## config.mk

```make
export PLATFORM = sky130hd
export DESIGN_NAME = median_row_packer_flat
export DESIGN_NICKNAME = d
export VERILOG_FILES = /design/src/rtl/median_row_packer_if.sv /design/src/rtl/median_row_packer.sv /design/src/flat_wrapper.sv
export SDC_FILE = /design/constraint.sdc
export NUM_CORES = 1
export LEC_CHECK = 0
export ABC_AREA = 1
export ABC_CLOCK_PERIOD_IN_PS = 6500
export BUFFER_PORTS_ARGS = -buffer_cell sky130_fd_sc_hd__clkbuf_2
export CORE_MARGIN = 4
export CORE_UTILIZATION = 40
export CTS_CLUSTER_DIAMETER = 100
export DETAILED_ROUTE_END_ITERATION = 10
export GPL_ROUTABILITY_DRIVEN = 0
export PLACE_DENSITY = 0.54
export SKIP_CTS_REPAIR_TIMING = 1
export SLEW_MARGIN = 30
export SYNTH_ARGS = -nofsm -noshare
export SYNTH_HDL_FRONTEND = slang
export SYNTH_SLANG_ARGS = --single-unit
```

## constraint.sdc

```tcl
create_clock -name clk -period 6.5 [get_ports clk]
set_input_delay 1.625 -clock clk [delete_from_list [all_inputs] [get_ports clk]]
set_output_delay 1.625 -clock clk [all_outputs]
set_load 0.02 [all_outputs]
```

## src/rtl/median_row_packer_if.sv

```systemverilog
// Pixel-in / row-triple-out bundle for median_row_packer.
// The slave modport is the packer's view; master is the producer/consumer side.
interface median_row_packer_if;
  logic [7:0]  in_pixel;
  logic        in_valid;
  logic        in_ready;
  logic [31:0] out_word0;
  logic [31:0] out_word1;
  logic [31:0] out_word2;
  logic        out_valid;
  logic        out_ready;
  logic        out_last;
  logic        primed;

  modport slave (
    input  in_pixel, in_valid, out_ready,
    output in_ready, out_word0, out_word1, out_word2, out_valid, out_last, primed
  );

  modport master (
    output in_pixel, in_valid, out_ready,
    input  in_ready, out_word0, out_word1, out_word2, out_valid, out_last, primed
  );
endinterface

```

## src/rtl/median_row_packer.sv

```systemverilog
// Packs raster pixels into 32-bit words and emits column-aligned row triples (r-2, r-1, r).
// Latency 1 cycle from the completing pixel; in_ready drops only while a held triple is stalled.
module median_row_packer #(
  parameter int LINE_WIDTH = 64,
  parameter int NUM_ROWS   = 64
) (
  input  logic               clk,
  input  logic               rst,
  median_row_packer_if.slave bus
);
  localparam int WPL = LINE_WIDTH / 4;
  localparam int CW  = (WPL > 1) ? $clog2(WPL) : 1;
  localparam int RW  = $clog2(NUM_ROWS);

  logic [1:0]    lane_q, lane_d;
  logic [CW-1:0] col_q, col_d;
  logic [RW-1:0] row_q, row_d;
  logic [23:0]   pend_q, pend_d;
  logic [31:0]   w0_q, w0_d, w1_q, w1_d, w2_q, w2_d;
  logic          vld_q, vld_d, last_q, last_d, primed_q, primed_d;

  logic [31:0]   lb0 [WPL];
  logic [31:0]   lb1 [WPL];

  logic          accept, complete, col_end, row_end;
  logic [31:0]   word_w, rd_a, rd_b;

  assign bus.in_ready  = !vld_q || bus.out_ready;
  assign bus.out_valid = vld_q;
  assign bus.out_last  = last_q;
  assign bus.out_word0 = w0_q;
  assign bus.out_word1 = w1_q;
  assign bus.out_word2 = w2_q;
  assign bus.primed    = primed_q;

  assign accept   = bus.in_valid && bus.in_ready;
  assign complete = accept && (lane_q == 2'd3);
  assign col_end  = (col_q == CW'(WPL - 1));
  assign row_end  = (row_q == RW'(NUM_ROWS - 1));
  assign word_w   = {bus.in_pixel, pend_q};
  // Reads see the previous row's contents; the write lands at the clock edge.
  assign rd_a     = lb0[col_q];
  assign rd_b     = lb1[col_q];

  always_comb begin
    lane_d   = lane_q;
    col_d    = col_q;
    row_d    = row_q;
    pend_d   = pend_q;
    primed_d = primed_q;
    vld_d    = vld_q;
    last_d   = last_q;
    w0_d     = w0_q;
    w1_d     = w1_q;
    w2_d     = w2_q;

    if (accept) begin
      lane_d = lane_q + 2'd1;
      case (lane_q)
        2'd0:    pend_d[7:0]   = bus.in_pixel;
        2'd1:    pend_d[15:8]  = bus.in_pixel;
        2'd2:    pend_d[23:16] = bus.in_pixel;
        default: pend_d        = pend_q;
      endcase
    end

    if (bus.out_ready) begin
      vld_d  = 1'b0;
      last_d = 1'b0;
    end

    if (complete) begin
      col_d = col_end ? '0 : col_q + 1'b1;
      if (col_end) begin
        row_d = row_end ? '0 : row_q + 1'b1;
      end
      if (col_end && (row_q == RW'(1))) begin
        primed_d = 1'b1;
      end
      if (col_end && row_end) begin
        primed_d = 1'b0;
      end
      // A new triple overwrites a draining one in the same cycle, so no bubble.
      if (row_q >= RW'(2)) begin
        vld_d  = 1'b1;
        last_d = col_end && row_end;
        w0_d   = rd_a;
        w1_d   = rd_b;
        w2_d   = word_w;
      end
    end
  end

  always_ff @(posedge clk) begin
    if (rst) begin
      lane_q   <= '0;
      col_q    <= '0;
      row_q    <= '0;
      pend_q   <= '0;
      primed_q <= 1'b0;
      vld_q    <= 1'b0;
      last_q   <= 1'b0;
      w0_q     <= '0;
      w1_q     <= '0;
      w2_q     <= '0;
    end else begin
      lane_q   <= lane_d;
      col_q    <= col_d;
      row_q    <= row_d;
      pend_q   <= pend_d;
      primed_q <= primed_d;
      vld_q    <= vld_d;
      last_q   <= last_d;
      w0_q     <= w0_d;
      w1_q     <= w1_d;
      w2_q     <= w2_d;
    end
  end

  // Line buffers carry no reset: contents are never emitted until two fresh rows land.
  always_ff @(posedge clk) begin
    if (complete) begin
      lb0[col_q] <= rd_b;
      lb1[col_q] <= word_w;
    end
  end
endmodule

```

## src/flat_wrapper.sv

```systemverilog
// flat-port wrapper written by rule: the top's interface ports become plain ports
module median_row_packer_flat 
#(
  parameter int LINE_WIDTH = 64,
  parameter int NUM_ROWS   = 64
)
  (clk, rst, bus_in_pixel, bus_in_valid, bus_out_ready, bus_in_ready, bus_out_word0, bus_out_word1, bus_out_word2, bus_out_valid, bus_out_last, bus_primed);
  median_row_packer_if bus_i ();
  input  logic clk;
  input  logic rst;
  input wire logic [$bits(bus_i.in_pixel)-1:0] bus_in_pixel;
  input wire logic [$bits(bus_i.in_valid)-1:0] bus_in_valid;
  input wire logic [$bits(bus_i.out_ready)-1:0] bus_out_ready;
  output wire logic [$bits(bus_i.in_ready)-1:0] bus_in_ready;
  output wire logic [$bits(bus_i.out_word0)-1:0] bus_out_word0;
  output wire logic [$bits(bus_i.out_word1)-1:0] bus_out_word1;
  output wire logic [$bits(bus_i.out_word2)-1:0] bus_out_word2;
  output wire logic [$bits(bus_i.out_valid)-1:0] bus_out_valid;
  output wire logic [$bits(bus_i.out_last)-1:0] bus_out_last;
  output wire logic [$bits(bus_i.primed)-1:0] bus_primed;
  assign bus_i.in_pixel = bus_in_pixel;
  assign bus_i.in_valid = bus_in_valid;
  assign bus_i.out_ready = bus_out_ready;
  assign bus_in_ready = bus_i.in_ready;
  assign bus_out_word0 = bus_i.out_word0;
  assign bus_out_word1 = bus_i.out_word1;
  assign bus_out_word2 = bus_i.out_word2;
  assign bus_out_valid = bus_i.out_valid;
  assign bus_out_last = bus_i.out_last;
  assign bus_primed = bus_i.primed;
  median_row_packer #(.LINE_WIDTH(LINE_WIDTH), .NUM_ROWS(NUM_ROWS)) u_core (.clk(clk), .rst(rst), .bus(bus_i));
endmodule
```

==> results of run 1 <==
-- logic make-up after synthesis --
logic type,count (synthesis)
xor gates and xnor gates,1
DFF,1163
and+or+nand+nor,2197
AOI/OAI and AO/OA,379
adders and majority gates,11
buffers and inverters,610
-- metrics by stage --
step | worst slack, ns | utilization (%) | std cells
CTS | 2.83 | 45.6 | 6051
finish | 2.84 | 45.7 | 6052
global route | 2.77 | 45.7 | 6052
floorplan | 1.22 | - | 4361
global placement | 2.30 | 42.0 | 5815
detailed placement | 2.41 | 42.2 | 5823
-- tightest hold or removal path, cell delays in order (launching register included) --
cell	delay, ns
dfxtp_1	0.32
nor2_1	0.05
nor2_1	0.08
-- layer usage --
layer / track usage, % / wire length [um] / vias up
li1: - / - / 14700
met1: 29.3 / 58100 / 15200
met2: 34.1 / 61200 / 835
met3: 2.67 / 7190 / 173
met4: 5.12 / 2590 / 0
met5: 0 / 0 / -
-- registers in the layout (all words and copies together) (netlist names), named ones only --
name / flops
u_core.col_q: 4
u_core.bus.primed: 1
u_core.pend_q: 24
u_core.lane_q: 2
u_core.bus.out_word2: 32
u_core.bus.out_valid: 1
u_core.row_q: 6
u_core.lb0: 512
u_core.bus.out_last: 1
u_core.lb1: 512
u_core.bus.out_word1: 32
u_core.bus.out_word0: 32
-- area by class of cell --
| class | count | area share (%) |
|---|---|---|
| clock buffers | 172 | 6.71 |
| clock inverters | 56 | 0.803 |
| inverters | 370 | 2.66 |
| multi-input cells | 2588 | 20.8 |
| flip-flops and latches | 1163 | 63.0 |
| well taps | 1524 | 3.58 |
| repair buffers | 179 | 2.45 |
-- placed cells by master (no fill, tap or decap), drive strengths merged --
| master | instances |
|---|---|
| nand2 | 1213 |
| edfxtp | 1024 |
| nor2 | 494 |
| nand3 | 485 |
| inv | 375 |
| o21ai | 318 |
| clkbuf | 283 |
| dfxtp | 139 |
| buf | 68 |
| a21oi | 58 |
| clkinv | 41 |
| ha | 11 |
| clkinvlp | 5 |
| bufinv | 5 |
| nor3 | 4 |
| a21boi | 1 |
| xor2 | 1 |
| a31oi | 1 |
| nand4 | 1 |
| o211ai | 1 |
-- worst max-delay path by stage --
stage / end / slack (ns) / cells past startpoint
2_1_floorplan: u_core.lb0[11][0]$_DFFE_PP_ / 1.22 / 6
3_3_place_gp: u_core.lb1[10][18]$_DFFE_PP_ / 2.30 / 8
3_5_place_dp: u_core.lb1[4][12]$_DFFE_PP_ / 2.41 / 8
4_1_cts: bus_in_ready / 2.83 / 4
5_1_grt: u_core.lb0[5][0]$_DFFE_PP_ / 2.77 / 7
6_report: bus_in_ready / 2.84 / 4
-- power by group --
| group | internal, uW | switching (uW) |
|---|---|---|
| clock network | 4010 | 2890 |
| registers | 8150 | 64.3 |
| logic | 88.2 | 321 |
| total | 12200 | 3280 |
==> flow_summary.ini, run 1 <==
[pwr]
p_per_area_nw_per_um2 = 291
ir_drop_v = 0.000239
total_power_uw = 15500
leakage_uw = 0.0206

[place]
io_buffers = 111
dp_hpwl_um = 72100
placed_area_um2 = 49200

[floorplanning]
initial_utilization_pct = 40.4
io_pins = 112
fp.coreArea_um2 = 117000
die_w_um = 351
fp-row-count = 125
die_y_um = 351
die-area_um2 = 124000

[hold_path]
hold_class = flip-flop to flip-flop
worstHoldPathCells = 2
hp-start = u_core.bus.out_word2[24]$_SDFFE_PP0P_
whs_endpoint = u_core.bus.out_word2[24]$_SDFFE_PP0P_

[synth]
synth_compound_area_share_pct = 4.04
syn_nets = 4384
netlist.area_leader.share_pct = 65.2
ys.flop_type = edfxtp_1
yosys.area.top_type = edfxtp_1
synth_common_cells = 1209 x nand2_1, 1024 x edfxtp_1, 491 x nor2_1
synth_edf_count = 1024
syn_area_um2 = 47200
seq_area_frac_synth_pct = 71.1
synth_top_family_by_area = simple AND/OR/NAND/NOR gates
netlist_top_cells_area = edfxtp_1 65%, nand2_1 9.6%, dfxtp_1 5.9%
synthXorXnorAreaFrac_pct = 0.0186
ys_seq_elements = 1163
yosys.area_share.simple_pct = 18.9
synthAdderAreaFrac_pct = 0.292
yosysMostFrequentCell = nand2_1
synth_cells = 4361
synthArstFlopShare_pct = 0
syn_area_per_cell_um2 = 10.8
yosys_warnings = 0
muxShareOfSynthArea_pct = 0
ys_types = 29

[sta]
fin_skew_ns = 0.0336
fin_crit_ns = 3.66
setup_viol = 0
max_freq_mhz = 273
rsz0062_at_grt = no
hold_viol_final = 0
hold_ws_ns = 0.490
tns_ns = 0
max_slew_margin_pct = 32.4
finalCritPeriodShare_pct = 56.3
tightest_slew_ns = 1.01
slew_violations = 0

[finish]
n_antenna_cell = 0
seq_area_um2 = 33500
final_layout_size_suffix_gt1_share_pct = 9.32
fillers = 10700
area_growth_pct = 12.9
multi_input_area_um2 = 11100
fin_area_um2 = 53300
nets = 4444

[clocking]
numCtsBuffers = 119
clock_latency_ns = 0.70
cts_tree = built
cts_sinks = 1163
clk_pin_slew_ns = 0.06
htree_levels = 3
cts_max_path_buffers = 3
cts_root_buf = clkbuf_16

[detailed_routing]
wire_per_inst_um = 21.3
ant_nets = 0
wirelength_um = 129000
via_per_inst = 5.11
dr.pass1.iters = 5
drc = 0
dr_total_vias = 30900
drt_iter0_drc = 2705

[critical_path]
rrSetupSlack_ns = 2.96
rr_endpoint = u_core.lb0[13][0]$_DFFE_PP_
end_kind = output pin
worstSetupPathType = input pin to output pin
slowest_stage = clkbuf_2
path_cells = clkbuf_2, inv_2, nand2_4, clkbuf_2
cp-startpoint = bus_out_ready
crit_family = buffers and inverters
startpoint_type = input pin
critical_path.most_common_cell = clkbuf_2
cp_max_fo = 3
cp_num_buf_inv = 3
critical_path_required_ns = 4.88
worstRegToRegCells = 7
crit_arrival_ns = 2.04
cpPeakStageDelay_ns = 0.16

[flow_run]
drv_cap = 0

[grt]
grt_pass1_wl_um = 193000
grt_pass1_vias = 29500
grt_max_degree = 136
overflow = 0
grt.total_usage_pct = 20.7
antenna_found_initial = 2

[outcome]
status = finished, final reports clean
Power figures use the tool's default switching activity.
==> run 2, diff against run 1 <==
- ABC_CLOCK_PERIOD_IN_PS: 6500 -> 3800
- clock period: 6.5 -> 3.8 ns (I/O delays scaled with it)
==> flow_summary.ini, run 2 (synthesis gave the netlist of run 1 again) <==
[outcome]
status = finished, final reports clean

[finish]
area_growth_pct = 13.5
final_util_pct = 45.9
final_layout_size_suffix_gt1_share_pct = 9.34
nets = 4468
fin_area_um2 = 53600
fillers = 10700
n_antenna_cell = 0
top_regs = u_core.lb0 (512), u_core.lb1 (512)
final_cell_mix = 1209 x nand2_1, 1024 x edfxtp_1, 485 x nand3_1
layout.cells.most_common = nand2_1

[sta]
finalCritPeriodShare_pct = 69.2
max_freq_mhz = 380
tightest_slew_ns = 0.892
fin_crit_ns = 2.63
fin_skew_ns = 0.0277
slew_violations = 0
setup_viol = 0
rsz0062_at_grt = no
max_slew_margin_pct = 40.5
hold_viol_final = 0
fin_ws_ns = 1.17

[floorplanning]
initial_utilization_pct = 40.4
die_y_um = 351
fp-row-count = 125
die-area_um2 = 124000
io_pins = 112
fp.coreArea_um2 = 117000
die_w_um = 351

[flow_run]
drv_cap = 0

[pwr]
total_power_uw = 26700
leakage_uw = 0.0207
ir_drop_v = 0.000372
p_per_area_nw_per_um2 = 498

[place]
io_buffers = 111
placed_area_um2 = 49500
pre_cts_slack_ns = 0.802
dp_hpwl_um = 66800

[clocking]
cts_max_path_buffers = 3
cts_sinks = 1163
cts_tree = built
clock_latency_ns = 0.70
cts_root_buf = clkbuf_16
numCtsBuffers = 118
htree_levels = 3
clk_pin_slew_ns = 0.06

[detailed_routing]
via_per_inst = 5.06
ant_nets = 0
m1WireLength_um = 58200
routed.top_layer = met4
wirelength_um = 130000
wl_met2_um = 61100
drt_iter0_drc = 3120
dr.pass1.iters = 7
wire_per_inst_um = 21.4
drc = 0
dr_total_vias = 30700
wl_met3_um = 7120

[critical_path]
path_cells = buf_12, buf_16, nand2_1, nand3_1, nand3_1, nand3_1, nand2_1
crit_arrival_ns = 2.87
critical_path.most_common_cell = nand3_1
cp_max_fo = 148
cpPeakStageDelay_ns = 0.52
slowest_stage = buf_16
end_kind = flip-flop
startpoint_type = flip-flop
critical_path_required_ns = 4.04
worstSetupPathType = flip-flop to flip-flop

[grt]
grt_pass1_wl_um = 193000
antenna_found_initial = 1
grt.total_usage_pct = 20.9
grt_pass1_vias = 29500
overflow = 0
grt_max_degree = 197

[hold_path]
hold_class = flip-flop to flip-flop
## run 2: metal layers
metal / track usage (%) / vias to the layer above
met5: 0 / -
met4: 6.21 / 0
met3: 2.80 / 199
met2: 34.4 / 823
met1: 29.1 / 15000
li1: - / 14700
## run 2: area by class of cell
type	count	area [um2]	area share (%)
tap	1524	1910	3.56
clock buffer	153	3240	6.05
inverter	370	1410	2.63
timing repair buffer	204	1600	2.99
clock inverter	71	768	1.43
multi-input combinational	2588	11100	20.7
sequential	1163	33500	62.6
## run 2: worst paths after layout
check	start	end	slack, ns	depth (start not counted)
setup / recovery	flip-flop	u_core.lb0[8][26]$_DFFE_PP_	1.17	7
hold / removal	u_core.bus.out_word2[31]$_SDFFE_PP0P_	u_core.bus.out_word2[31]$_SDFFE_PP0P_	0.48	2
setup reg to reg	flip-flop	u_core.lb0[8][26]$_DFFE_PP_	1.17	7
hold reg to reg	u_core.bus.out_word2[31]$_SDFFE_PP0P_	u_core.bus.out_word2[31]$_SDFFE_PP0P_	0.48	2
## run 2: per-stage QoR
step / hold WS (ns) / std cells / setup TNS [ns]
floorplan: 0.475 / 4361 / -755.30
global placement: 0.468 / 5848 / 0
detailed placement: 0.470 / 5848 / 0
CTS: 0.484 / 6072 / 0
global route: 0.504 / 6073 / 0
finish: 0.483 / 6073 / 0
## run 2: critical path: cells and delay by family (launching register included)
| family | cells | cell delay [ns] |
|---|---|---|
| buffers and inverters | 2 | 0.77 |
| DFF | 1 | 0.38 |
| and+or+nand+nor | 5 | 0.94 |
## run 2: report_power, final
group	leakage, uW	switching (uW)	internal, uW	total (uW)
clock	0.00196	4880	7080	12000
sequential	0.0104	96.5	13900	14000
combinational	0.00829	536	169	705
